<file path="src/rtl/flag_ctx.sv">
// Flag context controller: latches ALU flags into normal/interrupt banks, sequences
// interrupt entry/return and evaluates branch conditions on the active bank.
module flag_ctx #(
  parameter int unsigned MASK_CYCLES = 1
) (
  input  logic       clk,
  input  logic       reset,
  input  logic       carry_in,
  input  logic       zero_in,
  input  logic       overflow_in,
  input  logic       flag_we,
  input  logic       irq_req,
  input  logic       iret,
  input  logic [2:0] cond_sel,
  output logic       interruption,
  output logic       irq_ack,
  output logic       carry,
  output logic       zero,
  output logic       overflow,
  output logic       take_branch
);

  typedef enum logic [1:0] {
    ST_RUN = 2'd0,
    ST_ACK = 2'd1,
    ST_ISR = 2'd2,
    ST_RET = 2'd3
  } state_t;

  localparam logic [3:0] MASK_LOAD = 4'(MASK_CYCLES);

  state_t     state_q, state_d;
  logic [3:0] mask_q, mask_d;
  // Bank layout is {C, Z, V}.
  logic [2:0] nbank_q, nbank_d;
  logic [2:0] ibank_q, ibank_d;
  logic [2:0] act_q, act_d;
  logic       irq_ack_q, irq_ack_d;
  logic       intr_q, intr_d;
  logic [2:0] flags_in_s;

  assign flags_in_s = {carry_in, zero_in, overflow_in};

  // Next-state and interrupt mask sequencing.
  always_comb begin
    state_d = state_q;
    mask_d  = mask_q;
    case (state_q)
      ST_RUN: begin
        if (mask_q != 4'd0) begin
          mask_d = mask_q - 4'd1;
        end else if (irq_req) begin
          state_d = ST_ACK;
        end else begin
          state_d = ST_RUN;
        end
      end
      ST_ACK: state_d = ST_ISR;
      ST_ISR: begin
        if (iret) begin
          state_d = ST_RET;
        end else begin
          state_d = ST_ISR;
        end
      end
      ST_RET: begin
        state_d = ST_RUN;
        mask_d  = MASK_LOAD;
      end
      default: begin
        state_d = ST_RUN;
        mask_d  = 4'd0;
      end
    endcase
  end

  // Bank updates; the ACK-cycle instruction still belongs to the normal context.
  always_comb begin
    nbank_d = nbank_q;
    ibank_d = ibank_q;
    if (state_q == ST_ACK) begin
      ibank_d = 3'b000;
    end else begin
      ibank_d = ibank_q;
    end
    if (flag_we) begin
      if (state_q == ST_ISR) begin
        ibank_d = flags_in_s;
      end else begin
        nbank_d = flags_in_s;
      end
    end else begin
      nbank_d = nbank_q;
    end
  end

  // Registered outputs are precomputed from the next state so they align with it.
  always_comb begin
    irq_ack_d = (state_d == ST_ACK);
    intr_d    = (state_d == ST_ISR);
    if (state_d == ST_ISR) begin
      act_d = ibank_d;
    end else begin
      act_d = nbank_d;
    end
  end

  // State, banks and output registers.
  always_ff @(posedge clk or posedge reset) begin
    if (reset) begin
      state_q   <= ST_RUN;
      mask_q    <= 4'd0;
      nbank_q   <= 3'b000;
      ibank_q   <= 3'b000;
      act_q     <= 3'b000;
      irq_ack_q <= 1'b0;
      intr_q    <= 1'b0;
    end else begin
      state_q   <= state_d;
      mask_q    <= mask_d;
      nbank_q   <= nbank_d;
      ibank_q   <= ibank_d;
      act_q     <= act_d;
      irq_ack_q <= irq_ack_d;
      intr_q    <= intr_d;
    end
  end

  assign interruption = intr_q;
  assign irq_ack      = irq_ack_q;
  assign carry        = act_q[2];
  assign zero         = act_q[1];
  assign overflow     = act_q[0];

  // Branch condition evaluation on the active bank.
  always_comb begin
    take_branch = 1'b0;
    case (cond_sel)
      3'b000:  take_branch = 1'b1;
      3'b001:  take_branch = act_q[1];
      3'b010:  take_branch = ~act_q[1];
      3'b011:  take_branch = act_q[2];
      3'b100:  take_branch = ~act_q[2];
      3'b101:  take_branch = act_q[0];
      3'b110:  take_branch = ~act_q[0];
      3'b111:  take_branch = 1'b0;
      default: take_branch = 1'b0;
    endcase
  end

endmodule

</file>
<file path="config.mk">
export PLATFORM = sky130hd
export DESIGN_NAME = flag_ctx
export DESIGN_NICKNAME = d
export VERILOG_FILES = /design/src/rtl/flag_ctx.sv
export SDC_FILE = /design/constraint.sdc
export NUM_CORES = 1
export LEC_CHECK = 0
export ABC_AREA = 1
export BUFFER_PORTS_ARGS = -buffer_cell sky130_fd_sc_hd__buf_2
export CAP_MARGIN = 5
export CELL_PAD_IN_SITES_DETAIL_PLACEMENT = 0
export CELL_PAD_IN_SITES_GLOBAL_PLACEMENT = 1
export CORE_ASPECT_RATIO = 0.75
export CORE_MARGIN = 2
export CORE_UTILIZATION = 36
export CTS_BUF_LIST = sky130_fd_sc_hd__clkbuf_2 sky130_fd_sc_hd__clkbuf_4 sky130_fd_sc_hd__clkbuf_8
export DETAILED_ROUTE_END_ITERATION = 8
export PLACE_DENSITY = 0.77
export SETUP_SLACK_MARGIN = 0.1
export SKIP_LAST_GASP = 1
export SLEW_MARGIN = 25
export SYNTH_ARGS = -nofsm -noshare
export SYNTH_HDL_FRONTEND = slang
export SYNTH_SLANG_ARGS = --single-unit
</file>
<file path="constraint.sdc">
create_clock -name clk -period 1.5 [get_ports clk]
set_clock_uncertainty 0.1 [all_clocks]
set_input_delay 0.3 -clock clk [delete_from_list [all_inputs] [get_ports clk]]
set_output_delay 0.3 -clock clk [all_outputs]
set_load 0.05 [all_outputs]
</file>
* Word-level counts from Yosys, hierarchy flattened
Index checks and enable logic that the tools add are counted.
** Operators by class
- Add/subtract/negate cells :: 1
- $mul :: 0
- Divide/modulo/power cells :: 0
- Magnitude comparators :: 0
- Eq/ne operators :: 13
- Shifts and indexed selects :: 0
- Muxes and demuxes :: 13
- Bitwise gates (word level) :: 3
- Reductions and logical operators :: 5
** Operators with widths (count)
- $mux W3 :: 6
- $eq A3 B3 Y1 const B :: 4
- $pmux W1 S8 :: 1
- $pmux W2 S4 :: 1
- $pmux W4 S2 :: 1
- $eq A2 B2 Y1 const B :: 3
- $eq A3 B2 Y1 const B :: 2
- $eq A2 B1 Y1 const B :: 2
- $mux W4 :: 1
- $reduce_bool A4 Y1 :: 1
- $sub A4 B1 Y4 const B :: 1
- $eq A3 B1 Y1 const B :: 1
- $logic_not A3 Y1 :: 1
- $not A1 Y1 :: 3
- $logic_not A2 Y1 :: 1
- $mux W1 :: 2
- $mux W2 :: 1
- $ne A2 B2 Y1 const B :: 1
- $reduce_and A2 Y1 :: 1
- $reduce_bool A2 Y1 :: 1
** Word-level totals
- Register bits after elaboration :: 17
- Bits in latches :: 0
- Memory bits (writable) :: 0
- Memory bits (read-only) :: 0
- Bits of input ports :: 11
- Memories :: 0

* Depth between registers and ports, before layout
- Depth after elaboration :: 5
- Depth in mapped cells :: 8

* Least setup slack after synthesis
Ideal clock, no wire load.
- Path type :: reg-to-output
- From :: reg act_q[1]
- To :: out take_branch
- Arrival :: 1.537 ns
- Data required time :: 1.100 ns
- Slack :: -0.437 ns
- Cell stages (with the launch flop) :: 5
- Buffers on the path :: 0
- Path through :: dfrtp_1 -> inv_1 -> nand2_1 -> a32oi_1 -> o21ai_1
** On the way
- Longest elaborated chain between the ends :: 2
** Ends and longest elaborated chain
- start, declared :: line 37 : logic [2:0] act_q, act_d;
- start signal, assigned :: line 123 : act_q <= act_d;
- $not A1 Y1 :: line 141 : 3'b010: take_branch = ~act_q[1];
- $pmux W1 S8 * :: line 138 : case (cond_sel)
- end, declared :: line 20 : output logic take_branch
Every way passes the cells marked *; elsewhere a longest branch is shown, timed or not.

* Worst setup path after layout
Ends and elaborated chain as after synthesis.

==> impl_metrics.tcl <==
set metrics [dict create \
    status "finished, violations left" \
    failed_checks "setup timing" \
    required_ps 1100 \
    clk_pin_slew_ps 100 \
    power.leakage_nw 0.5626 \
    fillers 210 \
    powerDensity_mw_per_mm2 2327 \
    final_antenna_net_count 0 \
    ys_warn_count 0 \
    vias_per_cell 4.539 \
    syn-cell-area_um2 854.6 \
    fin_crit_sh 1.100 \
    dp_hpwl_mm 1.264 \
    hold_viol_final 0 \
    pre_cts_slack_ps 28.26 \
    grtUsageTotal 0.1399 \
    clock_path_buffers 2 \
    critPathLaunchType "register" \
    tns_ps -150.6 \
    synth.lib_cells_used.distinct 22 \
    setup_viol 1 \
    synth_area_leaders "dfrtp_1 (50%), nand2_1 (7.9%), ha_1 (7.3%), o21ai_1 (7.0%), nand3_1 (4.1%)" \
    drt-pass1-iter-count 4 \
    vias 699 \
    ys.flop_type "dfrtp_1" \
    ios 17 \
    synth_xor_area_frac 0.01025 \
    antenna_cells 0 \
    avgSynthCellArea_um2 8.995 \
    cts.sinks 17 \
    rows 15 \
    clockRootBuffer "clkbuf_4" \
    area_growth_pct 38.80 \
    synth-edff-count 0 \
    overflow 0 \
    critPathKind "register to primary output" \
    die_area_mm2 0.002784 \
    end_kind "primary output" \
    core_mm2 0.002271 \
    cp_max_fo 3 \
    cts_tree "built" \
    grt_max_degree 18 \
    fmax_ghz 0.6058 \
    first_global_vias 612 \
    maxSlewViolCount 0 \
    yosysTopAreaCell "dfrtp_1" \
    initial_core_util 0.3763 \
    hold-worst-slack_ps 176.1 \
    tightest_slew_ps 253.5 \
    drt-initial-drc-count 20 \
    grt_setup_unrepaired "true" \
    crit_arrival_ps 1250 \
    synth_top_family_by_area "simple AND/OR/NAND/NOR gates" \
    reg2reg_setup_slack_ps 160 \
    ys_ff_latch 17 \
    setup_ws_ps -150.6 \
    synth_cells 95 \
    final_common_cell "nand2_1" \
    max_slew_margin 0.8321 \
    fin_nets 137 \
    fin_crit_ps 1651 \
    portBuffers 16 \
    syn-num-nets 111 \
    antenna_found_initial 0 \
    wl_per_cell_um 11.25 \
    synthSimpleGateAreaFrac 0.2284 \
    hold_path.class "input port to register" \
    htree_levels 1 \
    register_area_um2 429.2 \
    die_y_um 46.20 \
    drive_gt1_frac 0.4750 \
    muxShareOfSynthArea 0.01171 \
    cts_buffers 3 \
    max-vdd-ir-drop_v 0.0008248 \
    final_cell_mix "nand2_1 (15), dfrtp_1 (14), buf_2 (14)" \
    yosysTopAreaCellShare 0.4978 \
    post_synth_fa_ha_maj_area_fraction 0.07321 \
    multi_input_area_um2 489.2 \
    async_flop_share 1.000 \
    drcViolationCount 0 \
    cap_violations 0 \
    grt_pass1_wl_mm 2.766 \
    insertion_delay_ps 290 \
    die_w_um 60.26 \
    ys_seq_area_frac 0.4978 \
    synth_compound_area_frac 0.1054 \
    gp_congestion 0.7579 \
    drt-total-wl_mm 1.732 \
]
-- report_power, final --
group	leakage, nW	switching [mW]	internal (mW)	total, mW
Combinational	0.335	1.04	0.649	1.68
Clock	0.0184	0.143	0.122	0.264
Sequential	0.209	0.130	0.682	0.811
-- stage by stage --
step / util / cell area, um2 / instances / total power, mW
2_1_floorplan: - / 869.6 / 95 / 1.801
3_3_place_gp: 0.4402 / 999.7 / 146 / 2.046
3_5_place_dp: 0.4402 / 999.7 / 146 / 2.080
4_1_cts: 0.4832 / 1097 / 152 / 2.513
5_1_grt: 0.5223 / 1186 / 154 / 2.991
6_report: 0.5223 / 1186 / 154 / 2.760
-- cell families after synthesis --
family	after synthesis
AND/OR/NAND/NOR	39
flip-flops	17
buffers and inverters	16
multiplexers	1
adder cells (fa/ha/maj)	5
AO/OA/AOI/OAI	16
XOR/XNOR	1
-- synthesized netlist by cell type (2+ instances only) --
library cell,number
ha_1,5
dfrtp_1,17
clkinv_1,3
o21ai_1,12
nand4_1,4
inv_2,2
inv_1,9
nand3_2,2
nand2_2,3
nand2_1,18
nand3_1,7
nor2_1,3
-- flip-flops by register name (all words and copies together) (netlist names) --
register and flops:
mask_q 4, act_q 3, ibank_q 3, nbank_q 3, state_q 2, interruption 1, irq_ack 1
-- repair_timing --
| item | CTS | global route |
|---|---|---|
| endpoints found under the setup margin | 9 | 12 |
| gates resized for setup | 12 | 19 |
| hold buffers | 1 | 0 |
| buffers inserted | 1 | 2 |
| hold endpoints to repair | 17 | 0 |
| pin swaps | 2 | 9 |
-- worst paths after layout --
path,from,endpoint,cells past startpoint
setup / recovery,act_q[1],take_branch,5
hold / removal,overflow_in,ibank_q[0],3
setup reg to reg,state_q[0],act_q[2],8
hold reg to reg,nbank_q[1],nbank_q[1],2
max in group asynchronous,reset,act_q[2],4
min in group asynchronous,reset,interruption,4
-- routing by layer --
metal | vias up | share of wire | global-route usage
met5 | - | 0 | 0
met4 | 0 | 0.0081 | 0.04000
met3 | 2 | 0.059 | 0.05337
met2 | 19 | 0.42 | 0.2065
met1 | 313 | 0.51 | 0.1913
li1 | 365 | - | -
-- critical path, cell delays in order, from the launching register on --
cell and delay, ps:
dfrtp_2 420, inv_1 50, nand2_1 50, a32oi_2 220
o21ai_4 70, buf_6 150
-- area by class of cell --
class / instances / share of cell area
timing repair buffer: 21 / 0.1086
sequential: 17 / 0.3618
clock buffer: 4 / 0.02532
multi-input combinational: 62 / 0.4124
tap: 34 / 0.03586
inverter: 16 / 0.05591
(Power assumes the default switching activity.)
